`src/rtl/alu_pkg.sv`:
```
// Shared opcode and flag definitions for alu_pipe and alu_core.
// Build option ALU_MULT_EN turns opcode F from PASS A into an unsigned multiply.
package alu_pkg;

  localparam int OP_W = 4;

  typedef enum logic [OP_W-1:0] {
    OP_ADD = 4'h0,
    OP_SUB = 4'h1,
    OP_AND = 4'h2,
    OP_OR  = 4'h3,
    OP_XOR = 4'h4,
    OP_NOT = 4'h5,
    OP_SHL = 4'h6,
    OP_SHR = 4'h7,
    OP_ROL = 4'h8,
    OP_ROR = 4'h9,
    OP_INC = 4'hA,
    OP_DEC = 4'hB,
    OP_MIN = 4'hC,
    OP_MAX = 4'hD,
    OP_EQ  = 4'hE,
`ifdef ALU_MULT_EN
    OP_MUL = 4'hF
`else
    OP_PASS = 4'hF
`endif
  } opcode_e;

  typedef struct packed {
    logic carry;
    logic zero;
    logic overflow;
  } flags_t;

  localparam flags_t FLAGS_CLR = '0;

endpackage

```
`src/rtl/alu_core.sv`:
```
// Purely combinational ALU datapath: (a, b, op) -> (result, flags).
// With ALU_MULT_EN defined, opcode F multiplies; otherwise it passes A through.
module alu_core
  import alu_pkg::*;
#(
  parameter int WIDTH = 8
) (
  input  logic [WIDTH-1:0] a_i,
  input  logic [WIDTH-1:0] b_i,
  input  opcode_e          op_i,
  output logic [WIDTH-1:0] result_o,
  output flags_t           flags_o
);

  localparam int MSB = WIDTH - 1;
  localparam logic [WIDTH:0] ONE = (WIDTH+1)'(1);

  logic [WIDTH-1:0] res;
  logic             carry;
  logic             ovf;
  logic [WIDTH:0]   sum;
`ifdef ALU_MULT_EN
  logic [2*WIDTH-1:0] prod;
`endif

  always_comb begin
    res   = '0;
    carry = 1'b0;
    ovf   = 1'b0;
    sum   = '0;
`ifdef ALU_MULT_EN
    prod  = '0;
`endif
    case (op_i)
      OP_ADD: begin
        sum   = {1'b0, a_i} + {1'b0, b_i};
        res   = sum[WIDTH-1:0];
        carry = sum[WIDTH];
        ovf   = (a_i[MSB] == b_i[MSB]) && (res[MSB] != a_i[MSB]);
      end
      OP_SUB: begin
        // The extra top bit of the widened difference is the borrow (a < b).
        sum   = {1'b0, a_i} - {1'b0, b_i};
        res   = sum[WIDTH-1:0];
        carry = sum[WIDTH];
        ovf   = (a_i[MSB] != b_i[MSB]) && (res[MSB] != a_i[MSB]);
      end
      OP_AND: res = a_i & b_i;
      OP_OR:  res = a_i | b_i;
      OP_XOR: res = a_i ^ b_i;
      OP_NOT: res = ~a_i;
      OP_SHL: begin
        res   = {a_i[MSB-1:0], 1'b0};
        carry = a_i[MSB];
      end
      OP_SHR: begin
        res   = {1'b0, a_i[MSB:1]};
        carry = a_i[0];
      end
      OP_ROL: begin
        res   = {a_i[MSB-1:0], a_i[MSB]};
        carry = a_i[MSB];
      end
      OP_ROR: begin
        res   = {a_i[0], a_i[MSB:1]};
        carry = a_i[0];
      end
      OP_INC: begin
        sum   = {1'b0, a_i} + ONE;
        res   = sum[WIDTH-1:0];
        carry = sum[WIDTH];
        ovf   = (a_i == {1'b0, {(WIDTH-1){1'b1}}});
      end
      OP_DEC: begin
        sum   = {1'b0, a_i} - ONE;
        res   = sum[WIDTH-1:0];
        carry = sum[WIDTH];
        ovf   = (a_i == {1'b1, {(WIDTH-1){1'b0}}});
      end
      OP_MIN: res = (a_i < b_i) ? a_i : b_i;
      OP_MAX: res = (a_i > b_i) ? a_i : b_i;
      OP_EQ:  res = {{(WIDTH-1){1'b0}}, (a_i == b_i)};
`ifdef ALU_MULT_EN
      OP_MUL: begin
        prod  = {{WIDTH{1'b0}}, a_i} * {{WIDTH{1'b0}}, b_i};
        res   = prod[WIDTH-1:0];
        carry = |prod[2*WIDTH-1:WIDTH];
      end
`else
      OP_PASS: res = a_i;
`endif
      default: res = '0;
    endcase
  end

  assign result_o         = res;
  assign flags_o.carry    = carry;
  assign flags_o.zero     = (res == '0);
  assign flags_o.overflow = ovf;

endmodule

```
`src/rtl/alu_pipe.sv`:
```
// Two-stage valid/ready pipelined ALU: S1 registers operands, S2 registers results.
// Build option ALU_MULT_EN selects MUL for opcode F (see alu_core).
module alu_pipe
  import alu_pkg::*;
#(
  parameter int WIDTH = 8,
  parameter int SEL_W = 4
) (
  input  logic             clock,
  input  logic             reset,
  input  logic             in_valid,
  output logic             in_ready,
  input  logic [WIDTH-1:0] a,
  input  logic [WIDTH-1:0] b,
  input  logic [SEL_W-1:0] selection,
  output logic             out_valid,
  input  logic             out_ready,
  output logic [WIDTH-1:0] result,
  output logic             carry_out,
  output logic             zero,
  output logic             overflow
);

  // Handshake: a beat moves on a port only in a cycle where both valid and
  // ready are high. The whole pipe advances together when the output slot is
  // empty or being drained (adv), so in_ready never depends on in_valid.
  logic adv;

  logic             s1_valid_q, s1_valid_d;
  logic [WIDTH-1:0] a_q, a_d;
  logic [WIDTH-1:0] b_q, b_d;
  logic [SEL_W-1:0] sel_q, sel_d;

  logic             out_valid_q, out_valid_d;
  logic [WIDTH-1:0] result_q, result_d;
  flags_t           flags_q, flags_d;

  logic [WIDTH-1:0] core_result;
  flags_t           core_flags;

  alu_core #(.WIDTH(WIDTH)) u_core (
    .a_i      (a_q),
    .b_i      (b_q),
    .op_i     (opcode_e'(sel_q)),
    .result_o (core_result),
    .flags_o  (core_flags)
  );

  assign adv = !out_valid_q || out_ready;

  always_comb begin
    s1_valid_d  = s1_valid_q;
    a_d         = a_q;
    b_d         = b_q;
    sel_d       = sel_q;
    out_valid_d = out_valid_q;
    result_d    = result_q;
    flags_d     = flags_q;
    if (adv) begin
      s1_valid_d  = in_valid;
      a_d         = a;
      b_d         = b;
      sel_d       = selection;
      out_valid_d = s1_valid_q;
      result_d    = core_result;
      flags_d     = core_flags;
    end
  end

  always_ff @(posedge clock or posedge reset) begin
    if (reset) begin
      s1_valid_q  <= 1'b0;
      a_q         <= '0;
      b_q         <= '0;
      sel_q       <= '0;
      out_valid_q <= 1'b0;
      result_q    <= '0;
      flags_q     <= FLAGS_CLR;
    end else begin
      s1_valid_q  <= s1_valid_d;
      a_q         <= a_d;
      b_q         <= b_d;
      sel_q       <= sel_d;
      out_valid_q <= out_valid_d;
      result_q    <= result_d;
      flags_q     <= flags_d;
    end
  end

  assign in_ready  = adv;
  assign out_valid = out_valid_q;
  assign result    = result_q;
  assign carry_out = flags_q.carry;
  assign zero      = flags_q.zero;
  assign overflow  = flags_q.overflow;

endmodule

```
`config.mk`:
```
export PLATFORM = sky130hd
export DESIGN_NAME = alu_pipe
export DESIGN_NICKNAME = d
export VERILOG_FILES = /design/src/rtl/alu_pkg.sv /design/src/rtl/alu_core.sv /design/src/rtl/alu_pipe.sv
export SDC_FILE = /design/constraint.sdc
export NUM_CORES = 1
export LEC_CHECK = 0
export ABC_CLOCK_PERIOD_IN_PS = 3600
export BUFFER_PORTS_ARGS = -buffer_cell sky130_fd_sc_hd__buf_2
export CAP_MARGIN = 20
export CORE_MARGIN = 2
export CORE_UTILIZATION = 55
export CTS_CLUSTER_DIAMETER = 50
export DETAILED_ROUTE_END_ITERATION = 8
export MAX_ROUTING_LAYER = met4
export PLACE_DENSITY_LB_ADDON = 0.25
export SYNTH_ARGS = -nofsm -noshare
export SYNTH_HDL_FRONTEND = slang
export SYNTH_HIERARCHICAL = 1
export SYNTH_SLANG_ARGS = --single-unit
```
`constraint.sdc`:
```
create_clock -name clock -period 3.6 [get_ports clock]
set_input_delay 0.72 -clock clock [delete_from_list [all_inputs] [get_ports clock]]
set_output_delay 0.72 -clock clock [all_outputs]
set_load 0.1 [all_outputs]
```
==> metrics, run 1 <==
Gate power share=63.2%; Final min period=around 3.4 ns; syn avg cell area=8.493 um^2; number of fill cells in the layout=~600; Startpoint Class=flop; Leak Pwr=0.001972 uW; Mapped Nets=around 500; main combinational cell family by area after synthesis=compound AO/OA/AOI/OAI gates; FP Rows=30; global placement routability congestion=1.122; Maximum Capacitance Violations=0; Finished Cell Area=0.004357 mm^2; Sw Share=between 50% and 60%; post-synthesis cell count=457; Least-Margin Pin Slew=approximately 0.95 ns; area share of and/or/nand/nor cells after synthesis=a little under a fifth; antenna viol nets, final=0; Clk pwr share=around 16%; TritonCTS buffer count=5; Cell Area, Synth=a little under 0.004 mm^2; global-route wire length before repair=19740 um; pwr/cell area=559.6 mW/mm^2; unrepaired setup endpoints after global routing=no; nets=556; Synth Warn #=6; Total Routing Usage GR=between 30% and 40%; Req. time, crit path=3.83 ns; DRT iter0 DRCs=389; Final Routed Wirelength=roughly 13000 um; vias in the first global route=about 3600; Final Setup Violations=0; drt wl/cell=20.89 um; residual DRC count=0; hpwl dp=~9400 um; clk root buf=clkbuf_8; final period utilization=95.28%; mux cell area share after synthesis=a little over an eighth; Yosys top cell area share=a little over a fifth; Starting Density=a little under three fifths; htree depth=2; post-synthesis sequential area ratio=21.28%; Port Buffers=36; Distinct cells, synth=67; layout cell share with drive strength beyond 1=between 20% and 30%; Die Width=a little under 90 um; vias per inst=about 6.4; asr flop ratio synth=100.0%; Core ar.=0.006794 mm^2; Synth Register Bits=33; Area growth syn-to-layout=12.25%; clk_lat worst skew=slightly below 0.3 ns; die height=between 80 and 90 um; Worst setup EP type=flop; FF-to-FF path depth=11; NetSw=approximately 1200 uW; diodes inserted=0; number of synthesized flops with an enable pin=0; ys flop type=dfrtp_1; Synth Area in XOR/XNOR=between 2 and 3%; post-synth top area cell=dfrtp_1; Post-Synth Adder-Cell Area=roughly 10%; status=completed; die outline area=0.007745 mm^2; max_slew headroom=a little over a third; Total Neg Setup Slack=0 ns; critical path class=flop to flop; initial antenna violation count=0; clock-pin slew on the worst setup and hold paths=around 0.08 ns; Reg power frac=between 20% and 30%; Synth area leaders=dfrtp_1 21%, mux2_4 11%, ha_1 8.7%, a21oi_1 4.3%, nand2_1 4.2%; fmax=291.5 MHz; drt pass-1 iters=5; internal power=1194 uW; TritonCTS clock tree=built; setup bufs post-CTS=0; worst-case clock skew=0.008345 ns; Worst Hold Class=primary input to async pin; TritonCTS Sinks=33; Synth Area in Compound Gates=25.92%; Arr. time, crit path=around 3.7 ns; num ports=37; Max rail drop VDD=approximately 0.47 mV; gr ovfl total=0; post-placement cell area=~0.0042 mm^2; largest net degree at the start of global routing=34; r2r setup slk=0.17 ns; Final Max Slew Viols=0; maximum fanout along the worst path=14; Max clock buf depth=2; final hold violation count=0; via count=3848
metal layers:
layer / routed length [um] / vias to the layer above / GRT usage, %
met3: 1186 / 36 / 6.032
met5: 0 / - / -
met4: 347 / 0 / 11.75
met1: 5549 / 1796 / 48.38
li1: - / 1778 / -
met2: 5448 / 238 / 51.38
through the flow:
step	hold WS, ns	cells	total power [uW]	worst slack [ns]	util (%)
floorplan	0.4349	457	1668	0.1191	-
global placement	0.4600	592	2007	0.2546	62.28
detailed placement	0.4753	592	2014	0.1175	62.28
CTS	0.4052	600	2408	0.09695	64.05
global route	0.4157	600	2559	0.04176	64.13
finish	0.4034	600	2438	0.1699	64.13
synth_stat cells (4+ instances only):
cell type  instances
a221o_1            4
mux2_4            28
inv_1             28
xnor2_1           11
clkbuf_1           9
nand2_1           43
o211ai_1           5
nand2b_1           7
nor3_1            17
o32a_1             6
mux2_2             5
ha_1              27
a21oi_1           33
o22ai_1            7
or3_1              5
dfrtp_1           33
a211oi_1           6
a31oi_1            8
nand3_1           19
nor2b_1            8
a2bb2oi_1          5
and3_1             5
buf_2             14
a22oi_1            4
a21o_1             4
o21ai_0           26
o221ai_1           4
nor2_1            20
critical path, cell delays in order (launching register included):
cell and delay (ns):
dfrtp_1 0.38, buf_4 0.20, ha_1 0.25, a21o_1 0.23, a211oi_2 0.25, a211oi_1 0.13
o41ai_4 0.31, mux2i_1 0.16, or4_4 0.56, or4_4 0.43, nor4b_2 0.29, mux2_4 0.19
area by class of cell:
class | instances | area, um^2 | area share [%]
well taps | 96 | 120.1 | 2.757
repair buffers | 73 | 457.9 | 10.51
multi-input cells | 360 | 2720 | 62.44
clock buffers | 6 | 82.58 | 1.895
inverters | 30 | 112.6 | 2.585
flip-flops and latches | 33 | 825.8 | 18.95
clock inverters | 2 | 37.54 | 0.8616
power groups by stage:
stage / combinational [uW] / clock [uW] / sequential, uW
global route: 1620 / 416 / 521
global placement: 1500 / 0 / 510
detailed placement: 1500 / 0 / 514
floorplan: 824 / 0 / 844
finish: 1540 / 387 / 510
CTS: 1510 / 393 / 509
kinds of logic after synthesis:
logic type | after synthesis
adder cells (fa/ha/maj) | 29
AND/OR/NAND/NOR | 141
multiplexers | 36
buffers and inverters | 64
XOR/XNOR | 12
AO/OA/AOI/OAI | 142
flip-flops | 33
state kept, by name (all words and copies together) (netlist names):
register,count
s1_valid_q,1
out_valid,1
a_q,8
carry_out,1
overflow,1
zero,1
result,8
sel_q,4
b_q,8
cell usage in the layout (no fill, tap or decap), types with 6 or more instances in the layout:
cell      count
nor2b_1       8
ha_1         27
buf_4        37
a31oi_1       8
o22ai_1       7
a21oi_1      33
a211oi_1      6
nand2_1      43
nor2_1       20
o32a_1        6
buf_2        36
o21ai_0      26
clkbuf_8      6
xnor2_1      11
inv_1        28
dfrtp_1      33
mux2_4       28
nand2b_1      7
nand3_1      19
nor3_1       17
what timing repair did:
item / in CTS / in global routing
hold buffers: 0 / 0
setup endpoints to repair: 0 / 1
resized for setup: 0 / 2
path summary, 6_finish.rpt:
| kind | startpoint | to |
|---|---|---|
| hold reg to reg | s1_valid_q$_DFFE_PP0P_ | out_valid$_DFFE_PP0P_ |
| hold / removal | reset | b_q[0]$_DFFE_PP0P_ |
| setup reg to reg | a_q[0]$_DFFE_PP0P_ | zero$_DFFE_PP0P_ |
| setup / recovery | a_q[0]$_DFFE_PP0P_ | zero$_DFFE_PP0P_ |
| max in group asynchronous | reset | b_q[6]$_DFFE_PP0P_ |
| min in group clock | s1_valid_q$_DFFE_PP0P_ | out_valid$_DFFE_PP0P_ |
Note: power is estimated with default switching activity, not from simulation.
==> run 2: changes to the inputs <==
--- a/config.mk
+++ b/config.mk
@@ -5,6 +5,7 @@
 export SDC_FILE = /design/constraint.sdc
 export NUM_CORES = 1
 export LEC_CHECK = 0
+export ABC_AREA = 1
 export ABC_CLOCK_PERIOD_IN_PS = 3600
 export BUFFER_PORTS_ARGS = -buffer_cell sky130_fd_sc_hd__buf_2
 export CAP_MARGIN = 20
==> run 2 against run 1 <==
Against the previous run: cell count grew 28%; die area grew 0.55%; largest cell class unchanged; synthesized cell count is 40% higher.
==> metrics, run 2 <==
ys flop type=dfrtp_1 (unchanged); setup bufs post-CTS=0 (unchanged); Total Routing Usage GR=36.98% (was 34.91%); Max rail drop VDD=0.5803 mV (was 0.4660 mV); Distinct cells, synth=40 (was 67); TritonCTS clock tree=built (unchanged); TritonCTS buffer count=5 (unchanged); Synth area leaders=dfrtp_1 21%, nand2_1 19%, nand3_1 14%, ha_1 8.7%, nor2_1 8.3% (was dfrtp_1 21%, mux2_4 11%, ha_1 8.7%, a21oi_1 4.3%, nand2_1 4.2%); maximum fanout along the worst path=9 (was 14); Crit path top cell by count=nand2_1 (was or4_4); layout cell share with drive strength beyond 1=14.41% (was 25.00%); top post-synthesis cells by count=194 x nand2_1, 112 x nand3_1, 86 x nor2_1, 43 x inv_1, 33 x dfrtp_1 (was 43 x nand2_1, 33 x a21oi_1, 33 x dfrtp_1, 28 x inv_1, 28 x mux2_4); die outline area=0.007787 mm^2 (was 0.007745 mm^2); via count=4594 (was 3848); fmax=355.4 MHz (was 291.5 MHz); main combinational cell family by area after synthesis=simple AND/OR/NAND/NOR gates (was compound AO/OA/AOI/OAI gates); mux cell area share after synthesis=0% (was 13.06%); die height=88.25 um (was 88.01 um); post-synthesis cell count=639 (was 457); CP delay by family, top=simple AND/OR/NAND/NOR gates (unchanged); max_slew headroom=57.65% (was 34.75%); initial antenna violation count=0 (unchanged); Final Max Slew Viols=0 (unchanged); hpwl dp=10450 um (was 9435 um); Finished Cell Area=0.004233 mm^2 (was 0.004357 mm^2); global-route wire length before repair=21370 um (was 19740 um); gr ovfl total=0 (unchanged); drt pass-1 iters=6 (was 5); Worst Hold Class=flop to flop (was primary input to async pin); Maximum Capacitance Violations=0 (unchanged); Yosys top cell area share=21.15% (was 21.28%); Port Buffers=36 (unchanged); Core ar.=0.006832 mm^2 (was 0.006794 mm^2); WP buf/inv=3 (was 1); Arr. time, crit path=3.03 ns (was 3.66 ns); Total Neg Setup Slack=0 ns (unchanged); post-synth top area cell=dfrtp_1 (unchanged); worst-case clock skew=0.009978 ns (was 0.008345 ns); pwr/cell area=550.7 mW/mm^2 (was 559.6 mW/mm^2); asr flop ratio synth=100.0% (unchanged); commonest non-fill, non-tap cell in the layout=nand2_1 (unchanged); Req. time, crit path=3.81 ns (was 3.83 ns); Mapped Nets=692 (was 510); Synth Area in Compound Gates=9.423% (was 25.92%); Sequential Area=825.8 um^2 (unchanged); Post-Synth Adder-Cell Area=9.679% (was 9.736%); htree depth=2 (unchanged); Starting Density=57.14% (was 57.13%); Synth Warn #=6 (unchanged); post-CTS resize count=0 (unchanged); Leak Pwr=0.002178 uW (was 0.001972 uW); CP max stage cell=ha_1 (was or4_4); Finished Layout Cells=769 (was 600); syn avg cell area=6.109 um^2 (was 8.493 um^2); Least-Margin Pin Slew=0.6353 ns (was 0.9541 ns); DRT iter0 DRCs=610 (was 389); Cell Area, Synth=0.003904 mm^2 (was 0.003881 mm^2); final hold violation count=0 (unchanged); # hold bufs at CTS=0 (unchanged); num ports=37 (unchanged); Die Width=88.25 um (was 88.01 um); number of synthesized flops with an enable pin=0 (unchanged); FP Rows=30 (unchanged); clk_lat worst skew=0.28 ns (was 0.29 ns); Area growth syn-to-layout=8.429% (was 12.25%); global placement routability congestion=1.183 (was 1.122); nets=725 (was 556); most frequent cell after synthesis=nand2_1 (unchanged); final setup margin=0.7867 ns (was 0.1699 ns); drt wl/cell=17.50 um (was 20.89 um); post-placement cell area=0.004116 mm^2 (was 0.004232 mm^2); vias in the first global route=4189 (was 3634); residual DRC count=0 (unchanged); diodes inserted=0 (unchanged); vias per inst=5.974 (was 6.413); area of the multi-input gates=0.002670 mm^2 (was 0.002720 mm^2); TritonCTS Sinks=33 (unchanged); status=completed (unchanged); Synth Area in XOR/XNOR=0.4487% (was 2.708%); unrepaired setup endpoints after global routing=no (unchanged); clk root buf=clkbuf_8 (unchanged); Final Setup Violations=0 (unchanged); number of fill cells in the layout=690 (was 605); pre-CTS WS=0.8926 ns (was 0.1175 ns); area share of and/or/nand/nor cells after synthesis=48.85% (was 18.54%); largest net degree at the start of global routing=35 (was 34); critical path class=flop to flop (unchanged); Max stage delay on crit path=0.46 ns (was 0.56 ns); Max clock buf depth=2 (unchanged); Final min period=2.813 ns (was 3.430 ns); Inst Count DP=761 (was 592); Startpoint Class=flop (unchanged); most frequent cells in the layout=194 x nand2_1, 112 x nand3_1, 86 x nor2_1 (was 43 x nand2_1, 37 x buf_4, 36 x buf_2); Final Routed Wirelength=13460 um (was 12530 um); clock-pin slew on the worst setup and hold paths=0.08 ns (about the same); antenna viol nets, final=0 (unchanged); Synth Register Bits=33 (unchanged); Critical Path, Cell by Cell=clkinv_1, ha_1, inv_2, nand2_1, nor3_2, inv_2, nand2_2, nand2_1, nand3_1, nand4_1, nor2_1, nand2_1, nor2_2, nand2_1, nand2_1 (was buf_4, ha_1, a21o_1, a211oi_2, a211oi_1, o41ai_4, mux2i_1, or4_4, or4_4, nor4b_2, mux2_4); post-synthesis sequential area ratio=21.15% (was 21.28%); final period utilization=78.15% (was 95.28%); Worst setup EP type=flop (unchanged)
-- run 2: cell types whose count changed in the layout (fill, tap and decap cells not counted), moves of 14 or more --
| cell | before | now |
|---|---|---|
| nor2_1 | 20 | 86 |
| nand3_1 | 19 | 112 |
| mux2_4 | 28 | 0 |
| nand2_1 | 43 | 194 |
| a21oi_1 | 33 | 19 |
| inv_1 | 28 | 43 |
| buf_4 | 37 | 13 |
-- run 2: worst paths after layout --
check                                            start                     to  slack (ns)  depth (start not counted)
worst min-delay path            s1_valid_q$_DFFE_PP0P_  out_valid$_DFFE_PP0P_        0.47                          2
worst max-delay path                a_q[7]$_DFFE_PP0P_       zero$_DFFE_PP0P_        0.79                         15
worst min register to register  s1_valid_q$_DFFE_PP0P_  out_valid$_DFFE_PP0P_        0.47                          2
max in group asynchronous                        reset       zero$_DFFE_PP0P_        2.77                          3
worst max register to register      a_q[7]$_DFFE_PP0P_       zero$_DFFE_PP0P_        0.79                         15
min in group asynchronous                        reset   sel_q[2]$_DFFE_PP0P_        0.52                          3
-- run 2: routing by layer --
| layer | track usage [%] | part of all wire [%] | vias up | wire [um] |
|---|---|---|---|---|
| li1 | - | - | 2150 | - |
| met1 | 44.11 | 39 | 2078 | 5288 |
| met2 | 57.48 | 45 | 289 | 6049 |
| met3 | 8.675 | 9.4 | 77 | 1270 |
| met4 | 20.52 | 6.3 | 0 | 847 |
| met5 | - | 0 | - | 0 |
-- run 2: area by class of cell --
type	instances	area share (%)
Multi-Input combinational cell	525	63.08
Inverter	58	5.262
Tap cell	96	2.838
Timing Repair Buffer	49	6.562
Clock buffer	7	2.040
Sequential cell	33	19.51
Clock inverter	1	0.7094
-- run 2: cells by family after synthesis --
kind of cell / after synthesis
xor+xnor: 2
simple gates: 434
buf+inv: 81
compound gates: 60
fa+ha+maj: 29
flops: 33
-- run 2: per-stage QoR --
stage               total power [uW]  utilization (%)  hold WS [ns]
floorplan                       1630                -        0.4352
global placement                1914            60.26        0.4450
detailed placement              1927            60.26        0.4556
CTS                             2302            61.96        0.4771
global route                    2473            61.96        0.5054
finish                          2331            61.96        0.4742
-- run 2: worst register-to-register path: stages, from the launching register on --
cell and delay [ns]:
dfrtp_1 0.35, clkinv_1 0.27, ha_1 0.46, inv_2 0.18, nand2_1 0.14, nor3_2 0.30, inv_2 0.15, nand2_2 0.18
nand2_1 0.07, nand3_1 0.07, nand4_1 0.14, nor2_1 0.15, nand2_1 0.07, nor2_2 0.10, nand2_1 0.05, nand2_1 0.06
-- run 2: where the power goes --
group / internal (uW) / switching (uW)
registers: 447 / 66.8
logic: 350 / 1100
clock network: 226 / 141
total: 1020 / 1310
